$ cat src/rtl/fifo_wr_arbiter.sv
// Round-robin arbiter sharing one async-FIFO write port among NUM_REQ producers, with bursts of up to BURST_LEN words.
// Optional stall counter port stall_cnt is enabled by defining FIFO_ARB_STATS_EN.
module fifo_wr_arbiter #(
  parameter int NUM_REQ   = 4,
  parameter int D_SIZE    = 8,
  parameter int BURST_LEN = 4,
  localparam int IDW      = $clog2(NUM_REQ)
) (
  input  logic                      wclk,
  input  logic                      wrst,
  input  logic [NUM_REQ-1:0]        req,
  input  logic [NUM_REQ*D_SIZE-1:0] req_data,
  output logic [NUM_REQ-1:0]        req_ack,
  input  logic                      wfull,
  output logic                      winc,
  output logic [D_SIZE-1:0]         wdata,
  output logic [IDW-1:0]            gnt_id,
  output logic                      busy
`ifdef FIFO_ARB_STATS_EN
  ,
  output logic [15:0]               stall_cnt
`endif
);

  localparam int BCW = $clog2(BURST_LEN) + 1;
  localparam logic [IDW-1:0] LAST_ID   = IDW'(NUM_REQ - 1);
  localparam logic [BCW-1:0] LAST_BEAT = BCW'(BURST_LEN - 1);

  typedef enum logic {
    IDLE,
    GRANT
  } state_t;

  state_t           state_q, state_d;
  logic [IDW-1:0]   rr_ptr_q, rr_ptr_d;
  logic [IDW-1:0]   gnt_id_q, gnt_id_d;
  logic [BCW-1:0]   burst_cnt_q, burst_cnt_d;

  logic [D_SIZE-1:0] reqWord [NUM_REQ];
  logic [IDW-1:0]    cand;
  logic [IDW-1:0]    pickIdx;
  logic              pickValid;
  logic [IDW-1:0]    nextPtr;
  logic              heldReq;
  logic              accept;

  for (genvar i = 0; i < NUM_REQ; i++) begin : g_unpack
    assign reqWord[i] = req_data[i*D_SIZE +: D_SIZE];
  end

  // Search from rr_ptr upward, wrapping explicitly so non-power-of-two NUM_REQ works.
  always_comb begin
    pickValid = 1'b0;
    pickIdx   = rr_ptr_q;
    cand      = rr_ptr_q;
    for (int k = 0; k < NUM_REQ; k++) begin
      if (!pickValid && req[cand]) begin
        pickValid = 1'b1;
        pickIdx   = cand;
      end
      cand = (cand == LAST_ID) ? '0 : cand + 1'b1;
    end
  end

  assign heldReq = req[gnt_id_q];
  assign accept  = (state_q == GRANT) && heldReq && !wfull;
  assign nextPtr = (gnt_id_q == LAST_ID) ? '0 : gnt_id_q + 1'b1;

  always_comb begin
    state_d     = state_q;
    rr_ptr_d    = rr_ptr_q;
    gnt_id_d    = gnt_id_q;
    burst_cnt_d = burst_cnt_q;
    unique case (state_q)
      IDLE: begin
        if (pickValid) begin
          state_d     = GRANT;
          gnt_id_d    = pickIdx;
          burst_cnt_d = '0;
        end
      end
      GRANT: begin
        if (accept) begin
          if (burst_cnt_q == LAST_BEAT) begin
            state_d  = IDLE;
            rr_ptr_d = nextPtr;
          end else begin
            burst_cnt_d = burst_cnt_q + 1'b1;
          end
        end else if (!heldReq) begin
          state_d  = IDLE;
          rr_ptr_d = nextPtr;
        end
      end
      default: state_d = IDLE;
    endcase
  end

  always_comb begin
    req_ack = '0;
    if (accept) begin
      req_ack[gnt_id_q] = 1'b1;
    end
    winc   = accept;
    wdata  = reqWord[gnt_id_q];
    gnt_id = gnt_id_q;
    busy   = (state_q == GRANT);
  end

  always_ff @(posedge wclk) begin
    if (wrst) begin
      state_q     <= IDLE;
      rr_ptr_q    <= '0;
      gnt_id_q    <= '0;
      burst_cnt_q <= '0;
    end else begin
      state_q     <= state_d;
      rr_ptr_q    <= rr_ptr_d;
      gnt_id_q    <= gnt_id_d;
      burst_cnt_q <= burst_cnt_d;
    end
  end

`ifdef FIFO_ARB_STATS_EN
  logic [15:0] stall_cnt_q;

  // Counts back-pressure cycles seen by the grant holder; saturates rather than wrapping.
  always_ff @(posedge wclk) begin
    if (wrst) begin
      stall_cnt_q <= '0;
    end else if ((state_q == GRANT) && heldReq && wfull && (stall_cnt_q != 16'hFFFF)) begin
      stall_cnt_q <= stall_cnt_q + 16'd1;
    end
  end

  assign stall_cnt = stall_cnt_q;
`endif

endmodule
$ cat config.mk
export PLATFORM = sky130hd
export DESIGN_NAME = fifo_wr_arbiter
export DESIGN_NICKNAME = d
export VERILOG_FILES = /design/src/rtl/fifo_wr_arbiter.sv
export SDC_FILE = /design/constraint.sdc
export NUM_CORES = 1
export LEC_CHECK = 0
export BUFFER_PORTS_ARGS = -buffer_cell sky130_fd_sc_hd__clkbuf_2
export CAP_MARGIN = 0
export CORE_ASPECT_RATIO = 1.4
export CORE_MARGIN = 2
export CORE_UTILIZATION = 35
export CTS_CLUSTER_SIZE = 16
export DETAILED_ROUTE_END_ITERATION = 16
export GPL_TIMING_DRIVEN = 1
export SYNTH_ARGS = -nofsm -noshare
export SYNTH_HDL_FRONTEND = slang
export SYNTH_SLANG_ARGS = --single-unit
export TNS_END_PERCENT = 1
$ cat constraint.sdc
create_clock -name wclk -period 2.7 [get_ports wclk]
set_input_delay 0.27 -clock wclk [delete_from_list [all_inputs] [get_ports wclk]]
set_output_delay 0.27 -clock wclk [all_outputs]
set_load 0.03 [all_outputs]
After elaboration in Yosys (flattened, before gate mapping)
Index checks and enable logic that the tools add are counted.
{"block": "totals", "register_bits": 8, "rom_bits": 0, "memories": 0, "elab_cells": 80, "ramBits": 0, "latch_bits": 0}
{"block": "classes", "multipliers": 0, "add_sub_neg": 5, "order_cmp": 7, "n_reduce_logical": 13, "mux": 39, "n_div": 0, "n_bitwise": 2, "n_shift": 0, "n_eq_ne": 10}
{"operator": "$mux 2", "n": 10}
{"operator": "$bmux 8 s2", "n": 1}
{"operator": "$mux 8", "n": 2}
{"operator": "$lt 2x3->1 const B", "n": 5}
{"operator": "$mux 1", "n": 14}
{"operator": "$bmux 1 s2", "n": 5}
{"operator": "$mux 3", "n": 3}
{"operator": "$add 2x1->2 const B", "n": 4}
{"operator": "$eq 2x2->1 const B", "n": 4}
{"operator": "$ne 2x2->1 const B", "n": 4}
{"operator": "$logic_and 1x1->1", "n": 6}
{"operator": "$pmux 3 s2", "n": 1}
{"operator": "$reduce_and 3->1", "n": 2}
{"operator": "$logic_not 1->1", "n": 4}
{"operator": "$mux 4", "n": 1}
{"operator": "$add 3x1->3 const B", "n": 1}
{"operator": "$eq 3x2->1 const B", "n": 1}
{"operator": "$ge 3x3->1 const B", "n": 1}
{"operator": "$not 2->3", "n": 1}
{"operator": "$demux 1 s2", "n": 1}
{"operator": "$ge 2x1->1 const B", "n": 1}
{"operator": "$ne 2x1->1 const B", "n": 1}
{"operator": "$pmux 1 s2", "n": 1}
{"operator": "$reduce_and 2->1", "n": 1}
{"operator": "$not 1->1", "n": 1}

Logic depth before layout (Yosys ltp)
Gate-level depths: netlist of run 1.
{"block": "logic_depth", "word_depth": 14, "ltp_mapped": 7, "depth_no_buf": 7}

Worst setup path after synthesis of run 1
OpenSTA, ideal clock, no wires.
{"block": "synth_path", "path_type": "flip-flop to output port", "start": "register gnt_id_q[0] (netlist: gnt_id[0])", "end": "output port req_ack[0]", "path_stages_with_launch": 4, "arrival_time_ns": 2.227, "required_time_ns": 2.430, "setup_slack_ns": 0.203, "path_cell_list": "dfxtp_1 mux4_2 nor3b_1 and2_1"}
{"block": "synth_between", "elab_chain_cells": 5, "elab_cells_between_ends": 10, "classes_between": "order compare (2); mux (5); reduce/logical (3)"}
{"item": "from (decl)", "line_no": "36", "text": "logic [IDW-1:0] gnt_id_q, gnt_id_d;"}
{"item": "from (signal assigned)", "line_no": "119", "text": "gnt_id_q <= gnt_id_d;"}
{"item": "$bmux 1 s2", "line_no": "65", "text": "assign heldReq = req[gnt_id_q];"}
{"item": "$mux 1 (implied by the code)", "line_no": "65"}
{"item": "$logic_and 1x1->1 (2 in series)", "line_no": "66", "text": "assign accept = (state_q == GRANT) && heldReq && !wfull;"}
{"item": "named net winc", "line_no": "15", "text": "output logic winc,"}
{"item": "$mux 4", "line_no": "101", "text": "if (accept) begin"}
{"item": "to (decl)", "line_no": "13", "text": "output logic [NUM_REQ-1:0] req_ack,"}
The timed path passes the listed nets, and every way through them passes these cells. The select of a mux whose other input is x is not followed.

Worst setup path after layout of run 1
{"block": "layout_path", "start": "register rr_ptr_q[0]", "end": "register gnt_id_q[0] (netlist: gnt_id[0])"}
{"block": "layout_between", "elab_chain_cells": 13, "elab_cells_between_ends": 31, "classes_between": "add/sub (3); eq/ne (3); mux (18); reduce/logical (7)"}
{"item": "from (decl)", "line_no": "35", "text": "logic [IDW-1:0] rr_ptr_q, rr_ptr_d;"}
{"item": "from (signal assigned)", "line_no": "118", "text": "rr_ptr_q <= rr_ptr_d;"}
{"item": "parallel branches: the longest is 13 deep, another holds $add 2x1->2"}
Parallel ways; which one is timed is not known. The select of a mux whose other input is x is not followed.
A chain may end at the register's enable or synchronous reset.

==> results of run 1 <==
-- critical path: cells and delay by family (launching register included) --
kind                     cells  cell delay, ns
adder cells (fa/ha/maj)      1            0.58
AO/OA/AOI/OAI                1            0.05
multiplexers                 2            0.70
AND/OR/NAND/NOR              2            0.50
flip-flops                   1            0.41
-- power groups by stage --
stage	Clock, uW	Sequential [uW]	Combinational (uW)
2_1_floorplan	0	157	303
3_3_place_gp	0	148	399
3_5_place_dp	0	149	405
4_1_cts	144	147	406
5_1_grt	155	149	435
6_report	140	147	404
-- layer usage --
| layer | share of wire, % | vias to the layer above | global-route usage (%) |
|---|---|---|---|
| li1 | - | 518 | - |
| met1 | 39 | 494 | 18.50 |
| met2 | 50 | 65 | 31.41 |
| met3 | 9.5 | 4 | 3.017 |
| met4 | 1.6 | 0 | 7.292 |
| met5 | 0 | - | 0 |
-- layout make-up --
class                   instances  area, um^2
fillers                       285        1484
repair buffers                 56       285.3
flip-flops and latches          8       160.2
well taps                      37       46.29
clock buffers                   3       41.29
inverters                       8       30.03
multi-input cells              83       802.0
-- synth_stat cells (2+ instances only) --
master and n:
a32oi_1 2, o22ai_1 2, buf_2 5, o21a_1 3
o21ai_0 2, a21oi_1 5, nand3_1 5, mux2_2 3
inv_1 8, and2_1 4, a211oi_1 2, nand2b_1 2
nor3_1 3, dfxtp_1 8, nor2_1 10, mux2i_1 5
mux4_2 11, clkbuf_1 3, ha_1 7
-- sequential cells by signal, summed over array words and instances (netlist names) --
signal,cells
rr_ptr_q,2
burst_cnt_q,3
gnt_id,2
busy,1
-- cell families after synthesis --
logic type,after synthesis,share of synthesized area [%]
AND/OR/NAND/NOR,34,19.01
AO/OA/AOI/OAI,23,17.81
multiplexers,19,31.89
buffers and inverters,17,7.460
flip-flops,8,15.40
adder cells (fa/ha/maj),7,8.423
-- cells in the final DEF (no fill, tap or decap) --
cell type  Yosys  routed
a211oi_1       2       2
a21oi_1        5       5
a221oi_2       1       1
a31oi_1        1       1
a32oi_1        2       2
and2_1         4       4
buf_4          0       2
clkbuf_2       0      54
clkbuf_8       0       3
dfxtp_1        8       8
ha_1           7       7
inv_1          8       8
mux2_2         3       3
mux2i_1        5       5
mux4_2        11      11
nand2b_1       2       2
nand3_1        5       5
nand3b_1       1       1
nand4b_1       1       1
nor2_1        10      10
nor2_4         1       1
nor3_1         3       3
nor3b_1        1       1
nor4_1         1       1
nor4b_1        1       1
o2111ai_1      1       1
o21a_1         3       3
o21ai_0        2       2
o21ai_1        1       1
o22ai_1        2       2
o311a_1        1       1
o31ai_4        1       1
o41ai_2        1       1
or2_2          1       1
or3b_2         1       1
or4_1          1       1
or4b_1         1       1
-- per-stage QoR --
| stage | instances | hold WS [ns] | setup WS (ns) | util (%) |
|---|---|---|---|---|
| detailed placement | 192 | 0.4693 | 0.3207 | 46.46 |
| global placement | 192 | 0.4615 | 0.4234 | 46.46 |
| finish | 195 | 0.3717 | 0.3236 | 47.91 |
| global route | 195 | 0.4122 | 0.09519 | 47.91 |
| floorplan | 108 | 0.4477 | 0.2030 | - |
| CTS | 195 | 0.3752 | 0.3127 | 47.91 |
-- worst min path at each step --
stage,from,end,depth (start not counted)
CTS,wrst,burst_cnt_q[1],2
global placement,burst_cnt_q[1],burst_cnt_q[1],2
finish,wrst,burst_cnt_q[1],2
floorplan,wrst,gnt_id[0],2
global route,wrst,burst_cnt_q[1],2
detailed placement,burst_cnt_q[1],burst_cnt_q[1],2
==> metrics.txt, run 1 <==
Worst R2R Start rr_ptr_q[0]; root buffer cell clkbuf_8; CTS tree built; core area 2849 um^2; Iteration-0 DRC Markers 24; CTS Buf Count 3; Placer Congestion 0.8635; leak pwr between 0.0006 and 0.0007 uW; Row Count 23; clk_skew 0.001288 ns; H-tree depth 1; GRT Overall Usage around 17%; worst setup path category reg -> reg; Cell Int Power 400.8 uW; startpoint types flop; Switching Fraction roughly two fifths; DRC viols 0; area grow syn2layout 31.29%; Synth Cell Area just over 1000 um^2; Avg Inst Size Synth ~9.6 um^2; Routed wire per std cell 14.24 um; Yosys warnings 0; Required @ worst endpoint around 2.8 ns; Max Slew Vio Count 0; die area about 3400 um^2; Synth Flop Type dfxtp_1; Final Instance Area around 1400 um^2; Crit path top cell by count mux2_2; DIE HEIGHT 68.49 um; Setup crit start rr_ptr_q[0]; crit path max fanout 14; fmax about 420 MHz; Placed Area ~1300 um^2; CP max-delay cell ha_1; Initial Util a little over a third; Slew @ Worst Pin about 0.55 ns; Yosys cell types 37; Clock Power Share roughly a fifth; ant diodes 0; VDD IR max around 0.21 mV; status complete, no violations; PortBufs 54; area leader, netlist mux4_2; Die X-Extent roughly 50 um; initial antenna violation count 0; Final min period ~2.4 ns; vias per inst approximately 5.5; largest net degree at the start of global routing 15; Final HPWL DP 2344 um; ranking of synthesized cells by area mux4_2 24%, dfxtp_1 15%, ha_1 8.4%, mux2i_1 4.8%, nor2_1 3.6%; Setup Fix Bufs, Post-CTS 0; worst skew pair latency 0.22 ns; # setup viols final 0; Tcrit/Tclk final between 80% and 90%; CTS Sinks 8; Post-synth EDFFs 0; sequential-to-total area share from yosys stat between 10% and 20%; synthesized instance count 108; slew margin rel. between 60% and 70%; Post-CTS Hold Fix Bufs 0; cells along the critical path ha_1 > mux2_2 > mux2_2 > nor4_1 > or4_1 > o21ai_1; reg2reg setup slack between 0.3 and 0.4 ns; r2r endpoint gnt_id[0]; number of global-route vias before repair around 990; switching power total slightly below 300 uW; share of post-route cells with drive strength above 1 50.00%; Reg2Reg Depth 6; via count 1081; RSZ-0062 raised after global routing false; Setup crit end gnt_id[0]; IO Pins 55; GRT overflow 0; max-cap violation count 0; Tot Pwr between 600 and 700 uW; antenna viol nets, final 0; share of the synthesized area in the top cell type between 20% and 30%; Comb power frac approximately three fifths; post_cts resized 0; Final Hold Viols 0; syn nets roughly 150; worst min path class in -> reg; CTS Buffer Depth 2; total wire length about 2800 um; final net count a little over 200; Yosys reg bits 8; share of flip-flops with an asynchronous set or reset 0%; clk slew on worst S/H paths about 0.040 ns; element type at the critical path end flop; setup TNS 0 ns; Seq pwr share 21.3%; pwr/cell area between 500 and 600 nW/um^2; slowest stage delay, CP 0.58 ns; Initial DRT Pass Iterations 4; first-pass GRT wire length 4471 um; Arrival @ worst endpoint 2.48 ns
(Power assumes the default switching activity.)
==> run 2, diff against run 1 <==
CORE_MARGIN = 10   (was 2)
GPL_ROUTABILITY_DRIVEN = 0   (was unset)
==> run 2 against run 1 <==
Compared with the run above: cell area is the same; setup slack lost 0.014 ns; non-clock buffer count is the same; clock power is essentially flat; core utilization is the same; fmax shrank 0.61%; via count grew 0.37%; clock-buffer cell count is the same; register-to-register slack is essentially flat; total power grew 0.54%.
==> metrics.txt, run 2 (same netlist as run 1, synthesis figures left out) <==
CP max-delay cell ha_1 (unchanged); DRC viols 0 (unchanged); max FFs per register 3 (unchanged); leak pwr 0.0006107 uW (unchanged); crit path max fanout 14 (unchanged); startpoint types flop (unchanged); area grow syn2layout 31.29% (unchanged); pwr/cell area 508.9 nW/um^2 (was 506.2 nW/um^2); Initial Util 36.50% (unchanged); CP delay by family, top multiplexers (unchanged); Max Slew Vio Count 0 (unchanged); GRT Overall Usage 11.04% (was 16.81%); # setup viols final 0 (unchanged); via count 1085 (was 1081); Post-CTS Hold Fix Bufs 0 (unchanged); CTS Buf Count 3 (unchanged); IO Pins 55 (unchanged); most frequent cells in the layout 54 x clkbuf_2, 11 x mux4_2, 10 x nor2_1, 8 x inv_1, 8 x dfxtp_1 (unchanged); status complete, no violations (unchanged); largest register by flop count burst_cnt_q (unchanged); slowest stage delay, CP 0.58 ns (about the same); Final HPWL DP 2719 um (was 2344 um); worst path buffer plus inverter count 0 (unchanged); worst min path class in -> reg (unchanged); Filler Cells Inserted 274 (was 285); Arrival @ worst endpoint 2.50 ns (was 2.48 ns); Routed wire per std cell 16.53 um (was 14.24 um); largest net degree at the start of global routing 15 (unchanged); Placed Area 1324 um^2 (unchanged); most common cell after layout, fill and taps aside clkbuf_2 (unchanged); worst setup path category reg -> reg (unchanged); initial antenna violation count 0 (unchanged); Min Hold Slack 0.3782 ns (was 0.3717 ns); H-tree depth 1 (unchanged); element type at the critical path end flop (unchanged); Iteration-0 DRC Markers 32 (was 24); core area 2849 um^2 (unchanged); number of global-route vias before repair 1068 (was 985); clk slew on worst S/H paths 0.04 ns (about the same); root buffer cell clkbuf_8 (unchanged); Tot Pwr 694.7 uW (was 691.0 uW); Final Hold Viols 0 (unchanged); Tcrit/Tclk final 88.55% (was 88.02%); PortBufs 54 (unchanged); die area 5582 um^2 (was 3429 um^2); fmax 418.3 MHz (was 420.8 MHz); final net count 206 (unchanged); post_cts resized 0 (unchanged); Required @ worst endpoint 2.81 ns (was 2.80 ns); Final min period 2.391 ns (was 2.376 ns); Setup Fix Bufs, Post-CTS 0 (unchanged); Initial DRT Pass Iterations 4 (unchanged); CTS Sinks 8 (unchanged); first-pass GRT wire length 5119 um (was 4471 um); Row Count 23 (unchanged); ant diodes 0 (unchanged); DIE HEIGHT 84.49 um (was 68.49 um); clk_skew 0.001915 ns (was 0.001288 ns); VDD IR max 0.2275 mV (was 0.2069 mV); share of post-route cells with drive strength above 1 50.00% (unchanged); GRT overflow 0 (unchanged); max-cap violation count 0 (unchanged); CTS Buffer Depth 2 (unchanged); Die X-Extent 66.07 um (was 50.07 um); worst skew pair latency 0.23 ns (was 0.22 ns); vias per inst 5.564 (was 5.544); antenna viol nets, final 0 (unchanged); CTS tree built (unchanged); slew margin rel. 59.17% (was 63.41%); Slew @ Worst Pin 0.6111 ns (was 0.5477 ns); Crit path top cell by count mux2_2 (unchanged); total wire length 3224 um (was 2777 um); Final Instance Area 1365 um^2 (unchanged); RSZ-0062 raised after global routing false (unchanged); cells along the critical path ha_1 > mux2_2 > mux2_2 > nor4_1 > or4_1 > o21ai_1 (unchanged); setup TNS 0 ns (unchanged)
[run 2: cell counts in the layout (fill, tap and decap cells not counted)]
No cell type changed its count.
[run 2: path summary, 6_finish.rpt]
kind	to	cells after the start	startpoint	slack, ns
worst max-delay path	gnt_id[0]	6	rr_ptr_q[0]	0.31
worst min-delay path	burst_cnt_q[0]	2	wrst	0.38
worst max register to register	gnt_id[0]	6	rr_ptr_q[0]	0.31
worst min register to register	burst_cnt_q[1]	2	burst_cnt_q[1]	0.48
[run 2: stage by stage]
step | cells | worst slack [ns] | util, %
after floorplan | 108 | 0.2030 | -
after detailed placement | 192 | 0.3287 | 46.46
after global routing | 195 | 0.1332 | 47.91
final | 195 | 0.3091 | 47.91
after CTS | 195 | 0.3212 | 47.91
after global placement | 192 | 0.4156 | 46.46
[run 2: final cells by class]
class / count / area [um^2] / share of cell area [%]
inverters: 8 / 30.03 / 2.200
flip-flops and latches: 8 / 160.2 / 11.73
clock buffers: 3 / 41.29 / 3.025
repair buffers: 56 / 285.3 / 20.90
well taps: 37 / 46.29 / 3.391
multi-input cells: 83 / 802.0 / 58.75
[run 2: layer usage]
| layer | vias to the layer above | part of all wire [%] | GRT usage [%] |
|---|---|---|---|
| met5 | - | 0 | 0 |
| met2 | 60 | 44 | 17.72 |
| met3 | 2 | 12 | 3.457 |
| met4 | 0 | 0.47 | 5.163 |
| li1 | 520 | - | - |
| met1 | 503 | 44 | 12.81 |
[run 2: worst reg2reg max path: stages (launching register included)]
cell,delay [ns]
dfxtp_1,0.40
ha_1,0.58
mux2_2,0.40
mux2_2,0.32
nor4_1,0.37
or4_1,0.16
o21ai_1,0.05
[run 2: where the power goes]
part	switching [uW]	total, uW	internal (uW)	leakage (uW)
combinational	232	406	174	0.000524
clock	45.6	142	96.5	0.0000216
sequential	16.0	146	130	0.0000653
==> run 3, diff against run 2 <==
BUFFER_PORTS_ARGS = unset   (was -buffer_cell sky130_fd_sc_hd__clkbuf_2)
CORE_MARGIN = 5   (was 10)
DONT_BUFFER_PORTS = 1   (was unset)
==> run 3 against run 2 <==
Compared with the run above: combinational power decreased by 13%; sequential share of layout area increased by 2.3 points; clock-buffer cell count unchanged; setup slack got worse by 0.010 ns; fmax decreased by 0.44%; core utilization decreased by 8.3 points; total power decreased by 7.9%.
==> metrics.txt, run 3 (same netlist as run 1, synthesis figures left out) <==
reg2reg setup slack 0.30 ns (was 0.31 ns); CTS Sinks 8 (unchanged); max FFs per register 3 (unchanged); VDD IR max 0.1912 mV (was 0.2275 mV); Routed wire per std cell 18.60 um (was 16.53 um); Iteration-0 DRC Markers 30 (was 32); fmax 416.4 MHz (was 418.3 MHz); Die X-Extent 56.07 um (was 66.07 um); number of global-route vias before repair 890 (was 1068); Required @ worst endpoint 2.81 ns (about the same); crit path max fanout 14 (unchanged); CTS tree built (unchanged); Filler Cells Inserted 297 (was 274); GRT overflow 0 (unchanged); element type at the critical path end flop (unchanged); # setup viols final 0 (unchanged); RSZ-0062 raised after global routing false (unchanged); PortBufs 0 (was 54); startpoint types flop (unchanged); core area 2878 um^2 (was 2849 um^2); Initial DRT Pass Iterations 4 (unchanged); post_cts resized 0 (unchanged); ant diodes 0 (unchanged); worst min path class in -> reg (unchanged); max-cap violation count 0 (unchanged); DP Worst Slack 0.3430 ns (was 0.3287 ns); most common cell after layout, fill and taps aside mux4_2 (was clkbuf_2); Tcrit/Tclk final 88.94% (was 88.55%); most frequent cells in the layout 11 x mux4_2, 10 x nor2_1, 8 x inv_1, 8 x dfxtp_1, 8 x buf_4 (was 54 x clkbuf_2, 11 x mux4_2, 10 x nor2_1, 8 x inv_1, 8 x dfxtp_1); Arrival @ worst endpoint 2.51 ns (was 2.50 ns); Setup Fix Bufs, Post-CTS 0 (unchanged); worst skew pair latency 0.23 ns (about the same); Slew @ Worst Pin 0.5875 ns (was 0.6111 ns); via count 901 (was 1085); setup TNS 0 ns (unchanged); Reg2Reg Depth 6 (unchanged); Tot Pwr 640.2 uW (was 694.7 uW); Multi-input gate area 802.0 um^2 (unchanged); slew margin rel. 60.75% (was 59.17%); status complete, no violations (unchanged); leak pwr 0.0004152 uW (was 0.0006107 uW); root buffer cell clkbuf_8 (unchanged); pwr/cell area 561.6 nW/um^2 (was 508.9 nW/um^2); DRC viols 0 (unchanged); first-pass GRT wire length 4485 um (was 5119 um); Row Count 23 (unchanged); share of post-route cells with drive strength above 1 28.18% (was 50.00%); worst hold path stage count 1 (was 2); Post-CTS Hold Fix Bufs 0 (unchanged); Initial Util 36.13% (was 36.50%); IO Pins 55 (unchanged); GRT Overall Usage 13.37% (was 11.04%); initial antenna violation count 0 (unchanged); antenna viol nets, final 0 (unchanged); CTS Buffer Depth 2 (unchanged); largest net degree at the start of global routing 15 (unchanged); Final min period 2.401 ns (was 2.391 ns); vias per inst 6.129 (was 5.564); area grow syn2layout 9.627% (was 31.29%); Final HPWL DP 2207 um (was 2719 um); min setup slack post-route 0.2986 ns (was 0.3091 ns); CTS Buf Count 3 (unchanged); clk_skew 0.001526 ns (was 0.001915 ns); worst setup path category reg -> reg (unchanged); Final Instance Area 1140 um^2 (was 1365 um^2); die area 4176 um^2 (was 5582 um^2); final net count 158 (was 206); DIE HEIGHT 74.49 um (was 84.49 um); Placed Area 1099 um^2 (was 1324 um^2); register area 160.2 um^2 (unchanged); Max Slew Vio Count 0 (unchanged); Final Hold Viols 0 (unchanged); largest register by flop count burst_cnt_q (unchanged); total wire length 2734 um (was 3224 um); H-tree depth 1 (unchanged); clk slew on worst S/H paths 0.04 ns (about the same)
-- run 3: routing by layer --
layer / GRT usage, % / share of wire (%) / vias to the layer above
met5: 0 / 0 / -
met4: 4.749 / 0.84 / 0
met3: 5.556 / 14 / 2
met2: 24.58 / 49 / 66
met1: 13.65 / 36 / 410
li1: - / - / 423
-- run 3: metrics by stage --
stage,hold WS (ns),instances,util (%)
2_1_floorplan,0.4477,108,-
3_3_place_gp,0.3421,144,38.17
3_5_place_dp,0.3443,144,38.17
4_1_cts,0.1038,147,39.61
5_1_grt,0.09844,147,39.61
6_report,0.1094,147,39.61
-- run 3: where the power goes --
part / internal [uW] / total, uW / switching [uW]
combinational: 142 / 353 / 211
clock: 96.5 / 143 / 46.4
sequential: 130 / 144 / 13.9
-- run 3: worst max-delay path, cell delays in order, from the launching register on --
cell and delay (ns):
dfxtp_1 0.40, ha_1 0.59, mux2_2 0.40, mux2_2 0.32, nor4_1 0.37, or4_1 0.16, o21ai_1 0.05
-- run 3: final cells by class --
type,instances,share of cell area (%)
clock buffer,3,3.622
multi-input combinational,83,70.36
tap,37,4.061
sequential,8,14.05
timing repair buffer,8,5.269
inverter,8,2.634
-- run 3: path summary, 6_finish.rpt --
| path | startpoint | end |
|---|---|---|
| hold reg to reg | burst_cnt_q[0] | burst_cnt_q[0] |
| setup reg to reg | rr_ptr_q[0] | gnt_id[0] |
| hold / removal | wrst | burst_cnt_q[0] |
| setup / recovery | rr_ptr_q[0] | gnt_id[0] |
